File: config.mk
export PLATFORM = sky130hd
export DESIGN_NAME = axi_read_arbiter
export DESIGN_NICKNAME = d
export VERILOG_FILES = /design/src/rtl/axi_read_arbiter.sv
export SDC_FILE = /design/constraint.sdc
export NUM_CORES = 1
export LEC_CHECK = 0
export CORE_MARGIN = 1.5
export CORE_UTILIZATION = 24
export DETAILED_ROUTE_END_ITERATION = 16
export GPL_ROUTABILITY_DRIVEN = 0
export GPL_TIMING_DRIVEN = 1
export RECOVER_POWER = 25
export SYNTH_ARGS = -nofsm -noshare
export SYNTH_HDL_FRONTEND = slang
export SYNTH_SLANG_ARGS = --single-unit
export TNS_END_PERCENT = 1
File: constraint.sdc
create_clock -name clk -period 4.8 [get_ports clk]
set_input_delay 0.96 -clock clk [delete_from_list [all_inputs] [get_ports clk]]
set_output_delay 0.96 -clock clk [all_outputs]
set_load 0.02 [all_outputs]
File: src/rtl/axi_read_arbiter.sv
// axi_read_arbiter
//   Shares one burst-read master port between two requesters
//   (0: noise-estimation reader, 1: Wiener-filter reader).
//   Each start_read pulse and its burst parameters are latched per requester.
//   The port is granted round-robin, with one burst outstanding at a time.
//   rvalid is routed back to the owner, and done is pulsed after the rlast beat.
// Ports
//   clk, rst_n            clock, async active-low reset
//   reqN_start_read/addr/len/size/burst   request pulse + burst params
//   reqN_pending/done/rvalid              per-requester status
//   rvalid, rready, rlast                 monitored read data channel
//   start_read, read_*                    command to the master
//   grant                                 one-hot owner, 00 when idle
// Optional: define AXI_RD_ARB_STATS_EN to add grant_cnt0/grant_cnt1
//   (saturating 16-bit per-requester grant counters).
module axi_read_arbiter #(
  parameter int ADDR_WIDTH = 32,
  parameter int LEN_WIDTH  = 32
) (
  input  logic                  clk,
  input  logic                  rst_n,
  input  logic                  req0_start_read,
  input  logic [ADDR_WIDTH-1:0] req0_read_addr,
  input  logic [LEN_WIDTH-1:0]  req0_read_len,
  input  logic [2:0]            req0_read_size,
  input  logic [1:0]            req0_read_burst,
  output logic                  req0_pending,
  output logic                  req0_done,
  output logic                  req0_rvalid,
  input  logic                  req1_start_read,
  input  logic [ADDR_WIDTH-1:0] req1_read_addr,
  input  logic [LEN_WIDTH-1:0]  req1_read_len,
  input  logic [2:0]            req1_read_size,
  input  logic [1:0]            req1_read_burst,
  output logic                  req1_pending,
  output logic                  req1_done,
  output logic                  req1_rvalid,
  input  logic                  rvalid,
  input  logic                  rready,
  input  logic                  rlast,
  output logic                  start_read,
  output logic [ADDR_WIDTH-1:0] read_addr,
  output logic [LEN_WIDTH-1:0]  read_len,
  output logic [2:0]            read_size,
  output logic [1:0]            read_burst,
  output logic [1:0]            grant
`ifdef AXI_RD_ARB_STATS_EN
  ,
  output logic [15:0]           grant_cnt0,
  output logic [15:0]           grant_cnt1
`endif
);

  typedef enum logic [1:0] {IDLE, ISSUE, BUSY} state_e;

  typedef struct packed {
    logic [ADDR_WIDTH-1:0] addr;
    logic [LEN_WIDTH-1:0]  len;
    logic [2:0]            size;
    logic [1:0]            burst;
  } cmd_t;

  state_e          state_q, state_d;
  logic [1:0]      pend_q, pend_d;
  cmd_t [1:0]      req_cmd_q, req_cmd_d;
  cmd_t            cmd_q, cmd_d;
  logic [1:0]      grant_q, grant_d;
  logic            start_q, start_d;
  logic [1:0]      done_q, done_d;
  logic            last_q, last_d;   // requester served most recently
  logic [1:0]      start_in;
  cmd_t [1:0]      req_in;
  logic            complete;
  logic            win1;

  assign start_in  = {req1_start_read, req0_start_read};
  assign req_in[0] = '{addr: req0_read_addr, len: req0_read_len,
                       size: req0_read_size, burst: req0_read_burst};
  assign req_in[1] = '{addr: req1_read_addr, len: req1_read_len,
                       size: req1_read_size, burst: req1_read_burst};

  // Completing beat only counts once the command phase is over.
  assign complete = (state_q == BUSY) & rvalid & rready & rlast;

  always_comb begin
    state_d   = state_q;
    pend_d    = pend_q;
    req_cmd_d = req_cmd_q;
    cmd_d     = cmd_q;
    grant_d   = grant_q;
    start_d   = 1'b0;
    done_d    = 2'b00;
    last_d    = last_q;
    win1      = 1'b0;

    // Capture: a pulse while pending is dropped, including on the completing
    // beat, so the owner's flag simply clears on that edge.
    for (int n = 0; n < 2; n++) begin
      if (pend_q[n]) begin
        if (complete && grant_q[n]) pend_d[n] = 1'b0;
      end else if (start_in[n]) begin
        pend_d[n]    = 1'b1;
        req_cmd_d[n] = req_in[n];
      end
    end

    case (state_q)
      IDLE: begin
        if (|pend_q) begin
          // Req1 wins if alone, or if both wait and req0 was served last.
          win1    = pend_q[1] & (~pend_q[0] | ~last_q);
          grant_d = win1 ? 2'b10 : 2'b01;
          cmd_d   = win1 ? req_cmd_q[1] : req_cmd_q[0];
          start_d = 1'b1;
          state_d = ISSUE;
        end
      end
      ISSUE: state_d = BUSY;
      BUSY: begin
        if (complete) begin
          done_d  = grant_q;
          last_d  = grant_q[1];
          grant_d = 2'b00;
          state_d = IDLE;
        end
      end
      default: state_d = IDLE;
    endcase
  end

  always_ff @(posedge clk or negedge rst_n) begin
    if (!rst_n) begin
      state_q   <= IDLE;
      pend_q    <= '0;
      req_cmd_q <= '0;
      cmd_q     <= '0;
      grant_q   <= '0;
      start_q   <= 1'b0;
      done_q    <= '0;
      last_q    <= 1'b1;   // so requester 0 wins the first tie
    end else begin
      state_q   <= state_d;
      pend_q    <= pend_d;
      req_cmd_q <= req_cmd_d;
      cmd_q     <= cmd_d;
      grant_q   <= grant_d;
      start_q   <= start_d;
      done_q    <= done_d;
      last_q    <= last_d;
    end
  end

  assign req0_pending = pend_q[0];
  assign req1_pending = pend_q[1];
  assign req0_done    = done_q[0];
  assign req1_done    = done_q[1];
  assign req0_rvalid  = rvalid & grant_q[0] & (state_q == BUSY);
  assign req1_rvalid  = rvalid & grant_q[1] & (state_q == BUSY);
  assign start_read   = start_q;
  assign read_addr    = cmd_q.addr;
  assign read_len     = cmd_q.len;
  assign read_size    = cmd_q.size;
  assign read_burst   = cmd_q.burst;
  assign grant        = grant_q;

`ifdef AXI_RD_ARB_STATS_EN
  logic [1:0][15:0] cnt_q, cnt_d;

  always_comb begin
    cnt_d = cnt_q;
    for (int n = 0; n < 2; n++)
      if (state_q == ISSUE && grant_q[n] && cnt_q[n] != 16'hFFFF)
        cnt_d[n] = cnt_q[n] + 16'd1;
  end

  always_ff @(posedge clk or negedge rst_n) begin
    if (!rst_n) cnt_q <= '0;
    else        cnt_q <= cnt_d;
  end

  assign grant_cnt0 = cnt_q[0];
  assign grant_cnt1 = cnt_q[1];
`endif

endmodule
==> reports/qor.txt <==
================================================================================
Number of global-route vias before repair .........................         5723
TritonCTS clock tree ..............................................        built
Total clock sinks .................................................          217
Least-Margin Pin Slew .............................................      2.58 ns
Die Y-Extent ......................................................       202 um
Most frequent cell after synthesis ................................      dfrtp_1
Total wire length after detailed routing ..........................     22100 um
Layout fillers ....................................................         3840
Via count of the routed design ....................................         5308
Residual DRC count ................................................            0
Width of the chip .................................................       202 um
Final worst path period share .....................................        68.1%
Setup clock skew after layout .....................................    0.0238 ns
R2R Path Start ....................................................   state_q[0]
Number of warnings reported in the yosys synthesis log ............            0
Utilization after layout ..........................................        33.7%
Fin. max-slew vios ................................................           99
Leading cell types by total area after synthesis .................. dfrtp_1 57%, mux2_4 21%, mux2_2 17%, buf_8 1.1%, buf_6 0.95%
Part of the power in the clock network ............................        22.2%
Clk pin slew, worst setup/hold paths ..............................      0.05 ns
Die ar. ...........................................................   40800 um^2
Signal arrival time at the worst endpoint .........................      2.31 ns
Net count of the mapped netlist ...................................          696
Number of enable flip-flop cells after synthesis ..................            0
Share of post-route cells with drive strength above 1 .............        41.8%
Most frequent cell on the critical path ........................... clkdlybuf4s50_1
Post-Route Setup TNS ..............................................         0 ns
Number of levels in the clock H-tree ..............................            1
Crit path launch type ............................................. primary input
Most instantiated cells after synthesis ........................... 216 x dfrtp_1, 141 x mux2_2, 136 x mux2_4, 15 x buf_2, 8 x buf_6
Combinational share of power ......................................        42.9%
Worst-case clock buffer depth .....................................            3
Clock buffer count from CTS .......................................           26
Nets@finish .......................................................          921
Per-instance average area after synthesis .........................    17.3 um^2
Min Clock Period, post-route ......................................      3.27 ns
Max-cap check violation count .....................................            1
Core area .........................................................   38900 um^2
Final setup viols .................................................            0
Net Sw Frac .......................................................        28.9%
Routed vias/inst ..................................................         4.04
# resized after CTS ...............................................            0
Net Sw Power ......................................................      2680 uW
Largest area contributor in the netlist ...........................      dfrtp_1
Antenna violations before repair ..................................            0
Half-perimeter wire length after detailed placement ...............     14300 um
Drt initial violations ............................................          186
Worst hold slack across all endpoints .............................     0.503 ns
Drt wl/cell .......................................................      16.8 um
Share of synthesized flip-flops with an asynchronous set or reset .         100%
Area grow syn2layout ..............................................        37.9%
Depth of the worst hold-timing path ...............................            1
Global router's overall resource usage ............................        10.7%
Global-route wire length before repair ............................     34000 um
Max stage delay cell, worst path .................................. clkdlybuf4s50_1
Critical Setup Path Class .........................................       in2out
CP Cell Sequence .................................................. clkdlybuf4s50_1 > and3b_1 > and2_1 > clkdlybuf4s50_1
Path class of the lowest-slack min-delay path .....................      reg2reg
Syn Std Cell Area .................................................    9510 um^2
Crit path buffers/inverters .......................................            2
Critical-path maximum fanout ......................................            3
Most used flip-flop cell after synthesis ..........................      dfrtp_1
Grt total ovfl ....................................................            0
Cts-stage hold buffer count .......................................            0
Power, Total ......................................................      9270 uW
I/O pin count .....................................................          223
Reg2reg path depth ................................................            4
Number of storage elements in the synthesis netlist ...............          217
Starting density of the core ......................................        24.4%
Hold endpoint ..................................................... req_cmd_q[83]
Worst reg-to-reg setup slack ......................................      2.36 ns
Endpoints failing hold ............................................            0
Portion of total power attributed to sequential cells .............        35.0%
Source of the worst hold timing path .............................. req_cmd_q[83]
Failing checks .................................................... capacitance limit, slew limit
Worst IR Drop VDD .................................................     0.306 mV
Root Driver .......................................................    clkbuf_16
Leakage power of the design .......................................   0.00567 uW
Cell-internal power ...............................................      6590 uW
RSZ-0062 raised after global routing ..............................           no
Kind of capture point of the worst setup path ..................... primary output
Antenna-violating nets left .......................................            0
Max stage delay on crit path ......................................      0.60 ns
Headroom to the max-slew limit ....................................       -72.2%
Sequential element share of the synthesized area ..................        57.1%
Endpoint of the worst register-to-register path ................... read_burst[1]
Pin count of the biggest net entering global routing ..............          100
TritonRoute pass-1 iters ..........................................            4
F_max .............................................................    0.306 GHz
Cell type group with the largest total delay on the critical path . buffers and inverters
Diodes inserted ...................................................            0
Total of buffers placed on input and output ports .................          222
Insertion delay of the later-clocked pin in the worst-skew pair ...      0.54 ns
Post-CTS repair timing setup buffer count .........................            0
Unique masters post-synth .........................................           23
P per Cell Area ...................................................  707 nW/um^2
Run status ........................................................ finished with violations
Fraction of post-synthesis cell area in the top cell type by area .        56.8%
Cell count after synthesis ........................................          551
Data required time of the critical path ...........................      3.84 ns
Core Rows .........................................................           72
================================================================================
## logic make-up (layout without fill, tap and decap cells)
kind of cell / after synthesis / in the layout / synth area share (%)
AND/OR/NAND/NOR: 16 / 16 / 1.14
flip-flops: 217 / 217 / 57.1
buffers and inverters: 33 / 277 / 3.00
multiplexers: 277 / 277 / 38.2
AO/OA/AOI/OAI: 8 / 8 / 0.579
## flip-flops by register name, summed over array words and instances, names as in the netlist
| name | cells |
|---|---|
| read_addr | 32 |
| done_q | 2 |
| req_cmd_q | 138 |
| read_burst | 2 |
| last_q | 1 |
| start_read | 1 |
| read_len | 32 |
| read_size | 3 |
| grant | 2 |
| state_q | 2 |
| pend_q | 2 |
## cells in the final DEF, fill, tap and decap left out, drive strengths merged
| cell type | netlist | routed |
|---|---|---|
| mux2 | 277 | 277 |
| dfstp | 1 | 1 |
| and3b | 1 | 1 |
| dfrtp | 216 | 216 |
| a31oi | 2 | 2 |
| clkbuf | 2 | 42 |
| or2 | 1 | 1 |
| nor2 | 5 | 5 |
| bufinv | 0 | 3 |
| o21ai | 3 | 3 |
| o32ai | 1 | 1 |
| clkdlybuf4s50 | 0 | 221 |
| and2b | 1 | 1 |
| and2 | 4 | 4 |
| a21bo | 1 | 1 |
| clkinv | 0 | 3 |
| nand2b | 2 | 2 |
| o2bb2ai | 1 | 1 |
| and3 | 1 | 1 |
| nor2b | 1 | 1 |
| buf | 31 | 8 |
## area by class of cell
class / count / area (um^2) / share of cell area, %
Tap cell: 518 / 648 / 4.94
Timing Repair Buffer: 230 / 2310 / 17.7
Multi-Input combinational cell: 301 / 3810 / 29.0
Clock inverter: 6 / 113 / 0.859
Sequential cell: 217 / 5430 / 41.4
Clock buffer: 41 / 798 / 6.09
## worst register-to-register path, delay by kind of cell, from the launching register on
kind	cells	cell delay (ns)
muxes	1	0.42
buffers and inverters	1	0.41
DFF	1	0.43
and+or+nand+nor	2	1.08
## per-layer routing
layer | part of all wire, % | global-route usage (%) | up-vias
met5 | 0 | 0 | -
met4 | 2.5 | 3.36 | 0
met3 | 8.1 | 3.61 | 36
met1 | 45 | 14.3 | 2684
met2 | 44 | 16.1 | 161
li1 | - | - | 2427
## per-stage QoR
stage               cell area, um^2  instances  setup WS (ns)
CTS                           13100       1313           1.53
finish                        13100       1313           1.53
floorplan                      9510        551           2.49
global placement              12200       1266           1.52
global route                  13100       1313           1.46
detailed placement            12200       1266           1.53
## power by group through the flow
| stage | clock network [uW] | registers, uW | logic [uW] |
|---|---|---|---|
| floorplan | 0 | 3510 | 2660 |
| global placement | 0 | 3250 | 3980 |
| detailed placement | 0 | 3270 | 4050 |
| CTS | 2150 | 3250 | 4060 |
| global route | 2210 | 3360 | 4220 |
| finish | 2060 | 3240 | 3980 |
## worst max-delay path by stage
stage                                to   start  cells after the start
after floorplan             req0_rvalid  rvalid                      2
after global placement      req1_rvalid  rvalid                      4
after detailed placement    req1_rvalid  rvalid                      4
after CTS                   req1_rvalid  rvalid                      4
after global routing      req_cmd_q[67]   rst_n                      2
final                       req1_rvalid  rvalid                      4
No activity file was read; power rests on OpenSTA's default activity.
